File: src/rtl/jump_ctrl.sv
// Purpose : sequences j/jal/jr beside ID; drives PC redirect, IF/ID flush, r31 link select.
// Latency : j/jal/jr-no-hazard decoded at N redirect at N+1; jr with k hazard cycles at N+k+1.
// Backpr. : stall (combinational) freezes PC and IF/ID while a jr waits on its rs producer.
//
// Ports:
//   clk, reset                      rising-edge clock, async active-high reset
//   id_valid, id_jump/jal/jr        ID-stage decode flags (qualified by id_valid)
//   id_rs, id_target, id_pc_plus1   ID-stage rs field, immediate target, PC+1
//   rs_data                         register-file (forwarded) read of rs
//   ex_*/mem_* regwrite/memread/rd  downstream writers used for the jr hazard check
//   stall                           combinational freeze of PC and IF/ID
//   pc_load, pc_target, flush_if    registered redirect pulse, address and squash
//   link_sel, link_pc               registered r31 select pulse and held link value
//   redirect_cnt                    saturating count of redirects
module jump_ctrl #(
  parameter int PC_W   = 5,
  parameter int DATA_W = 32,
  parameter int CNT_W  = 8
) (
  input  logic              clk,
  input  logic              reset,
  input  logic              id_valid,
  input  logic              id_jump,
  input  logic              id_jal,
  input  logic              id_jr,
  input  logic [4:0]        id_rs,
  input  logic [PC_W-1:0]   id_target,
  input  logic [PC_W-1:0]   id_pc_plus1,
  input  logic [DATA_W-1:0] rs_data,
  input  logic              ex_regwrite,
  input  logic              ex_memread,
  input  logic [4:0]        ex_rd,
  input  logic              mem_regwrite,
  input  logic              mem_memread,
  input  logic [4:0]        mem_rd,
  output logic              stall,
  output logic              pc_load,
  output logic [PC_W-1:0]   pc_target,
  output logic              flush_if,
  output logic              link_sel,
  output logic [PC_W-1:0]   link_pc,
  output logic [CNT_W-1:0]  redirect_cnt
);

  typedef enum logic [1:0] {
    IDLE     = 2'd0,
    JR_WAIT  = 2'd1,
    REDIRECT = 2'd2
  } state_t;

  // What gets latched on the edge that enters REDIRECT.
  typedef struct packed {
    logic [PC_W-1:0] target;
    logic            is_jal;
  } redir_t;

  state_t state, next_state;

  logic   dec_jr, dec_jal, dec_j;
  logic   rs_haz;
  logic   capture_en;
  logic   link_cap;
  logic   stall_raw;
  redir_t cap;

  logic [PC_W-1:0] rs_target;

  // Upper rs_data bits are truncated away; ex_memread does not matter because
  // any EX writer of rs is a hazard whether or not it is a load.
  logic unused_bits;
  assign unused_bits = ^{rs_data[DATA_W-1:PC_W], ex_memread};

  assign rs_target = rs_data[PC_W-1:0];

  // Priority jr > jal > j, all qualified by id_valid.
  assign dec_jr  = id_valid & id_jr;
  assign dec_jal = id_valid & id_jal & ~id_jr;
  assign dec_j   = id_valid & id_jump & ~id_jr & ~id_jal;

  // A MEM-stage non-load result reaches rs_data through the forward path, so
  // only an EX writer or a MEM load can leave rs unreadable this cycle.
  assign rs_haz = (id_rs != 5'd0) &&
                  ((ex_regwrite && (ex_rd == id_rs)) ||
                   (mem_regwrite && mem_memread && (mem_rd == id_rs)));

  // State register.
  always_ff @(posedge clk or posedge reset) begin
    if (reset) begin
      state <= IDLE;
    end else begin
      state <= next_state;
    end
  end

  // Next-state logic.
  always_comb begin
    next_state = state;
    case (state)
      IDLE: begin
        if (dec_jr) begin
          next_state = rs_haz ? JR_WAIT : REDIRECT;
        end else if (dec_jal || dec_j) begin
          next_state = REDIRECT;
        end
      end
      JR_WAIT: begin
        if (!rs_haz) begin
          next_state = REDIRECT;
        end
      end
      REDIRECT: begin
        // The ID instruction here is the wrong-path fetch being flushed.
        next_state = IDLE;
      end
      default: begin
        next_state = IDLE;
      end
    endcase
  end

  // Output / capture-control logic.
  always_comb begin
    stall_raw  = 1'b0;
    capture_en = 1'b0;
    link_cap   = 1'b0;
    cap.target = id_target;
    cap.is_jal = 1'b0;
    case (state)
      IDLE: begin
        if (dec_jr) begin
          if (rs_haz) begin
            stall_raw = 1'b1;
          end else begin
            capture_en = 1'b1;
            cap.target = rs_target;
          end
        end else if (dec_jal) begin
          capture_en = 1'b1;
          link_cap   = 1'b1;
          cap.is_jal = 1'b1;
        end else if (dec_j) begin
          capture_en = 1'b1;
        end
      end
      JR_WAIT: begin
        // ID inputs are frozen by our own stall, so id_rs is still the jr's rs.
        if (rs_haz) begin
          stall_raw = 1'b1;
        end else begin
          capture_en = 1'b1;
          cap.target = rs_target;
        end
      end
      default: begin
      end
    endcase
  end

  // Stall is combinational from ID/EX/MEM; force it low during reset so the
  // pipeline is released the instant reset is applied.
  assign stall = stall_raw & ~reset;

  // Registered outputs. capture_en is exactly "entering REDIRECT", so the
  // pulses below are high for precisely the REDIRECT cycle.
  always_ff @(posedge clk or posedge reset) begin
    if (reset) begin
      pc_load      <= 1'b0;
      flush_if     <= 1'b0;
      link_sel     <= 1'b0;
      pc_target    <= '0;
      link_pc      <= '0;
      redirect_cnt <= '0;
    end else begin
      pc_load  <= capture_en;
      flush_if <= capture_en;
      link_sel <= capture_en & cap.is_jal;
      if (capture_en) begin
        pc_target <= cap.target;
      end
      if (link_cap) begin
        link_pc <= id_pc_plus1;
      end
      if (capture_en && (redirect_cnt != {CNT_W{1'b1}})) begin
        redirect_cnt <= redirect_cnt + 1'b1;
      end
    end
  end

endmodule

File: config.mk
export PLATFORM = sky130hd
export DESIGN_NAME = jump_ctrl
export DESIGN_NICKNAME = d
export VERILOG_FILES = /design/src/rtl/jump_ctrl.sv
export SDC_FILE = /design/constraint.sdc
export NUM_CORES = 1
export LEC_CHECK = 0
export BUFFER_PORTS_ARGS = -buffer_cell sky130_fd_sc_hd__buf_2
export CORE_MARGIN = 2
export CORE_UTILIZATION = 43
export DETAILED_ROUTE_END_ITERATION = 8
export PLACE_DENSITY = 0.84
export SYNTH_ARGS = -nofsm -noshare
export SYNTH_HDL_FRONTEND = slang
export SYNTH_SLANG_ARGS = --single-unit
File: constraint.sdc
create_clock -name clk -period 3.5 [get_ports clk]
set_input_delay 0.7 -clock clk [delete_from_list [all_inputs] [get_ports clk]]
set_output_delay 0.7 -clock clk [all_outputs]
set_load 0.005 [all_outputs]
## Yosys cells after proc, flatten, opt, wreduce, memory -nomap -nowiden

Cells that the tools add are included.

| operators by class | value |
|---|---|
| bitwise operators | 11 |
| multiplexer cells | 19 |
| equal/unequal tests | 6 |
| reduce and logical (&&, ||, !) cells | 10 |
| add/sub/neg operators | 1 |

Operators by type and width:

| cell | number |
|---|---|
| $eq A5 B5 Y1 | 2 |
| $mux W5 | 2 |
| $pmux W5 S2 | 1 |
| $mux W1 | 9 |
| $add A8 B1 Y8 const B | 1 |
| $and A1 B1 Y1 | 8 |
| $mux W2 | 4 |
| $ne A8 B8 Y1 const B | 1 |
| $logic_and A1 B1 Y1 | 5 |
| $reduce_bool A5 Y1 | 1 |
| $pmux W1 S2 | 2 |
| $pmux W2 S2 | 1 |
| $ne A3 B3 Y1 const B | 1 |
| $not A1 Y1 | 3 |
| $eq A2 B1 Y1 const B | 1 |
| $logic_not A2 Y1 | 1 |
| $logic_or A1 B1 Y1 | 2 |
| $ne A2 B2 Y1 const B | 1 |
| $reduce_and A2 Y1 | 1 |

| word-level totals | value |
|---|---|
| input port bits | 67 |
| register bits after elaboration | 22 |
| logic and storage cells | 53 |

## Logic depth before layout (Yosys ltp)

| depth | value |
|---|---|
| word-level depth | 8 |
| mapped depth | 9 |
| gate-level depth less buffers | 7 |

## Least setup slack after synthesis

No wires, ideal clock.

| path | value |
|---|---|
| path kind | input to output |
| start | input id_rs[3] |
| end | output stall |
| slack | 1143 ps |
| required time | 2800 ps |
| arrival time | 1657 ps |
| stages on the path | 5 |
| path through | inv_1 > o211ai_1 > nor4_2 > a31oi_4 > nor3_1 |

| between the ends | value |
|---|---|
| longest elaborated chain between the ends | 8 |
| elaborated cells between the ends (all ways) | 11 |

RTL lines:

| item | RTL line | source |
|---|---|---|
| start, declared | 26 | `input logic [4:0] id_rs,` |
| $eq A5 B5 Y1, on equally long branches | 83, 84 |  |
| $logic_and A1 B1 Y1, on equally long branches | 83, 84 |  |
| $logic_or A1 B1 Y1 | 83 | `((ex_regwrite && (ex_rd == id_rs)) \|\|` |
| $logic_and A1 B1 Y1 (*) | 82 | `assign rs_haz = (id_rs != 5'd0) &&` |
| $mux W1 (*) | 131, 147 |  |
| $mux W1 | 130 | `if (dec_jr) begin` |
| $pmux W1 S2 (*) | 128 | `case (state)` |
| $and A1 B1 Y1 (*) | 161 | `assign stall = stall_raw & ~reset;` |
| end, declared | 36 | `output logic stall,` |

Mark *: on every way between the ends. The rest lies on a longest branch, timed or not.

## Worst setup path in the final report

| path | value |
|---|---|
| start | input id_rs[0] |
| end | output stall |

The elaborated chain is that of the path after synthesis.

==> results.md <==
* Initial antenna violation count at 0
* Yosys top cell by area: dfrtp_1
* # DRC at 0
* HPWL Detailed at 2036 um
* Clock-pin slew on the worst setup and hold paths at roughly 0.11 ns
* Final hold violations at 0
* Synthesized instance count at around 120
* Avg Vias per Cell at approximately 5.2
* Synthesized cell area at 1225 um2
* Tcrit/Tclk final at 77.42%
* Flop2flop setup slack at around 1.5 ns
* RSZ-0062 raised after global routing: false
* N_diodes at 0
* Fin area at between 1500 and 2000 um2
* Worst IR Drop VDD at ~0.36 mV
* Post-route ant nets at 0
* F_max at 0.3690 GHz
* Syn_nets at 192
* Grt total ovfl at 0
* Top_reg_cell synth: dfrtp_1
* CP Capture Point: stall
* Largest net degree at the start of global routing at 23
* Final Max Slew Viols at 0
* Reg2reg end: redirect_cnt[7]$_DFFE_PP0P_
* Final worst path period need at between 2 and 3 ns
* Post-CTS setup buffer count at 0
* Register area at 550.5 um2
* First-pass GRT wire length at just over 4000 um
* R2R Path Start: state[0]$_DFFE_PP0P_
* Number of enable flip-flop cells after synthesis at 0
* Top post-synthesis cells by area: dfrtp_1 45%, nand2_1 6.7%, o21a_1 4.3%
* Synthesis-stage register bit count at 22
* First-pass DRT Iterations at 4
* Crit end category: primary output
* Core ar. at 2734 um2
* Rows at 19
* Distinct cells, synth at 39
* Placed cell area at 1541 um2
* Post-route insts no fill at ~220
* Clk_lat worst skew at 0.30 ns
* CTS tree: done
* Die area at 3291 um2
* DR vias at 1,118
* Slew HR at 45.74%
* P&R area growth vs syn at 28.80%
* Initial drt markers at 17
* Crit path cell chain: buf_2 > xor2_1 > nor4_1 > and4_4 > a31oi_4 > nor3_1 > buf_2
* Post-CTS sizing at 0
* CTS max path bufs at 2
* Hold WC Path Type: reg2reg
* Wire per inst at 11.72 um
* Gp weighted congestion at 0.7875
* Fraction of layout cells with a size suffix above 1 at between 40% and 50%
* Layout fillers at 258
* Crit path largest cell delay at 0.34 ns
* # port buffers at 60
* Placed cells at 212
* Multi-input logic area at slightly above 600 um2
* Synthesis Warnings at 0
* Cts bufs inserted at 3
* Die Wd at 57.37 um
* Req. time, crit path at 2.80 ns
* Status: completed
* H-tree depth at 1
* Worst slew pin tran at 0.8129 ns
* Worst setup startpoint: id_rs[0]
* Max FO, Critical Path at 9
* Slowest stage cell, crit path: nor4_1
* Path depth of the worst reg2reg path at 5
* Post-route setup TNS at 0 ns
* Root Buffer: clkbuf_4
* Vias in the first global route at 987
* Worst path most repeated cell: buf_2
* Total Routed Length at 2531 um
* Area share of the largest cell type after synthesis at approximately 45%
* Ys async rst share at 100.0%
* Clock Skew at 0.002692 ns
* Sequential-to-total area share from yosys stat at 44.94%
* Die Span Y at 57.37 um
* Final setup vio count at 0
* PwrDens at about 480 nW/um2
* Critical path type: in2out
* CTS Hold Bufs at 0
* Clock Sinks at 22
* Nets at 254
* Arrival @ worst endpoint at 2.01 ns
* GRT Overall Usage at 16.00%
* P_leak at 0.8367 nW
* Max_cap viols at 0
* Synth top cells by count: 22 x dfrtp_1, 22 x nand2_1, 7 x inv_1, 7 x nand3_1, 7 x o21a_1
* Avg Synthesized Cell Area at 9.878 um2
* CP Launch Type: primary input
* # IOs at 89
* Initial Utilization at 44.81%
==> routing by layer <==
| layer | up-vias | GRT usage [%] | part of all wire (%) |
|---|---|---|---|
| li1 | 555 | - | - |
| met1 | 505 | 19.48 | 41 |
| met2 | 54 | 27.44 | 49 |
| met3 | 4 | 3.628 | 9.0 |
| met4 | 0 | 5.980 | 1.3 |
| met5 | - | 0 | 0 |
==> layout by cell type (no fill, tap or decap), drive strengths merged, types with 5 or more instances in the layout <==
master,count
o21a,7
xnor2,6
nand2,23
nor2,5
o211ai,5
dfrtp,22
inv,7
xor2,6
buf,61
nand3,8
==> state kept, by name, indices dropped and copies added (netlist names) <==
name,flops
state,2
link_sel,1
pc_target,5
flush_if,1
redirect_cnt,8
link_pc,5
==> critical path: cells and delay by family <==
| kind | cells | cell delay [ns] |
|---|---|---|
| simple gates | 3 | 0.82 |
| buf+inv | 2 | 0.26 |
| compound gates | 1 | 0.07 |
| xor+xnor | 1 | 0.15 |
==> cell families (layout without fill, tap and decap cells) <==
| kind of cell | Yosys count | count (layout) | synth area share (%) |
|---|---|---|---|
| AO/OA/AOI/OAI | 22 | 22 | 13.99 |
| XOR/XNOR | 12 | 12 | 8.580 |
| adder cells (fa/ha/maj) | 1 | 1 | 1.021 |
| buffers and inverters | 11 | 72 | 4.596 |
| flip-flops | 22 | 22 | 44.94 |
| multiplexers | 6 | 6 | 5.413 |
| AND/OR/NAND/NOR | 50 | 50 | 21.45 |
==> per-stage QoR <==
stage	util (%)	hold slack (ns)	worst slack, ns	power [mW]
after detailed placement	56.38	0.4610	0.7282	0.6215
after global placement	56.38	0.4521	0.7548	0.6096
after floorplan	-	0.4697	1.143	0.5076
final	57.71	0.4862	0.7902	0.7506
after CTS	57.71	0.4893	0.7623	0.7607
after global routing	57.71	0.5040	0.7102	0.8064
==> report_power, final <==
group          internal, mW  switching, mW  total, mW
clock network        0.0635         0.0741      0.138
logic                 0.128          0.108      0.236
registers             0.316         0.0608      0.377
==> worst min-delay path by stage <==
stage / start / endpoint / slack (ns) / depth (start not counted)
finish: link_pc[2]$_DFFE_PP0P_ / link_pc[2]$_DFFE_PP0P_ / 0.49 / 2
global route: link_pc[3]$_DFFE_PP0P_ / link_pc[3]$_DFFE_PP0P_ / 0.50 / 2
floorplan: link_pc[0]$_DFFE_PP0P_ / link_pc[0]$_DFFE_PP0P_ / 0.47 / 2
detailed placement: link_pc[3]$_DFFE_PP0P_ / link_pc[3]$_DFFE_PP0P_ / 0.46 / 2
global placement: link_pc[2]$_DFFE_PP0P_ / link_pc[2]$_DFFE_PP0P_ / 0.45 / 2
CTS: link_pc[3]$_DFFE_PP0P_ / link_pc[3]$_DFFE_PP0P_ / 0.49 / 2
==> final cells by class <==
type	instances	share of cell area (%)
Sequential cell	22	34.89
Tap cell	31	2.458
Inverter	7	1.665
Clock buffer	4	2.300
Timing Repair Buffer	61	19.51
Multi-Input combinational cell	91	39.18
Power figures use the tool's default switching activity.
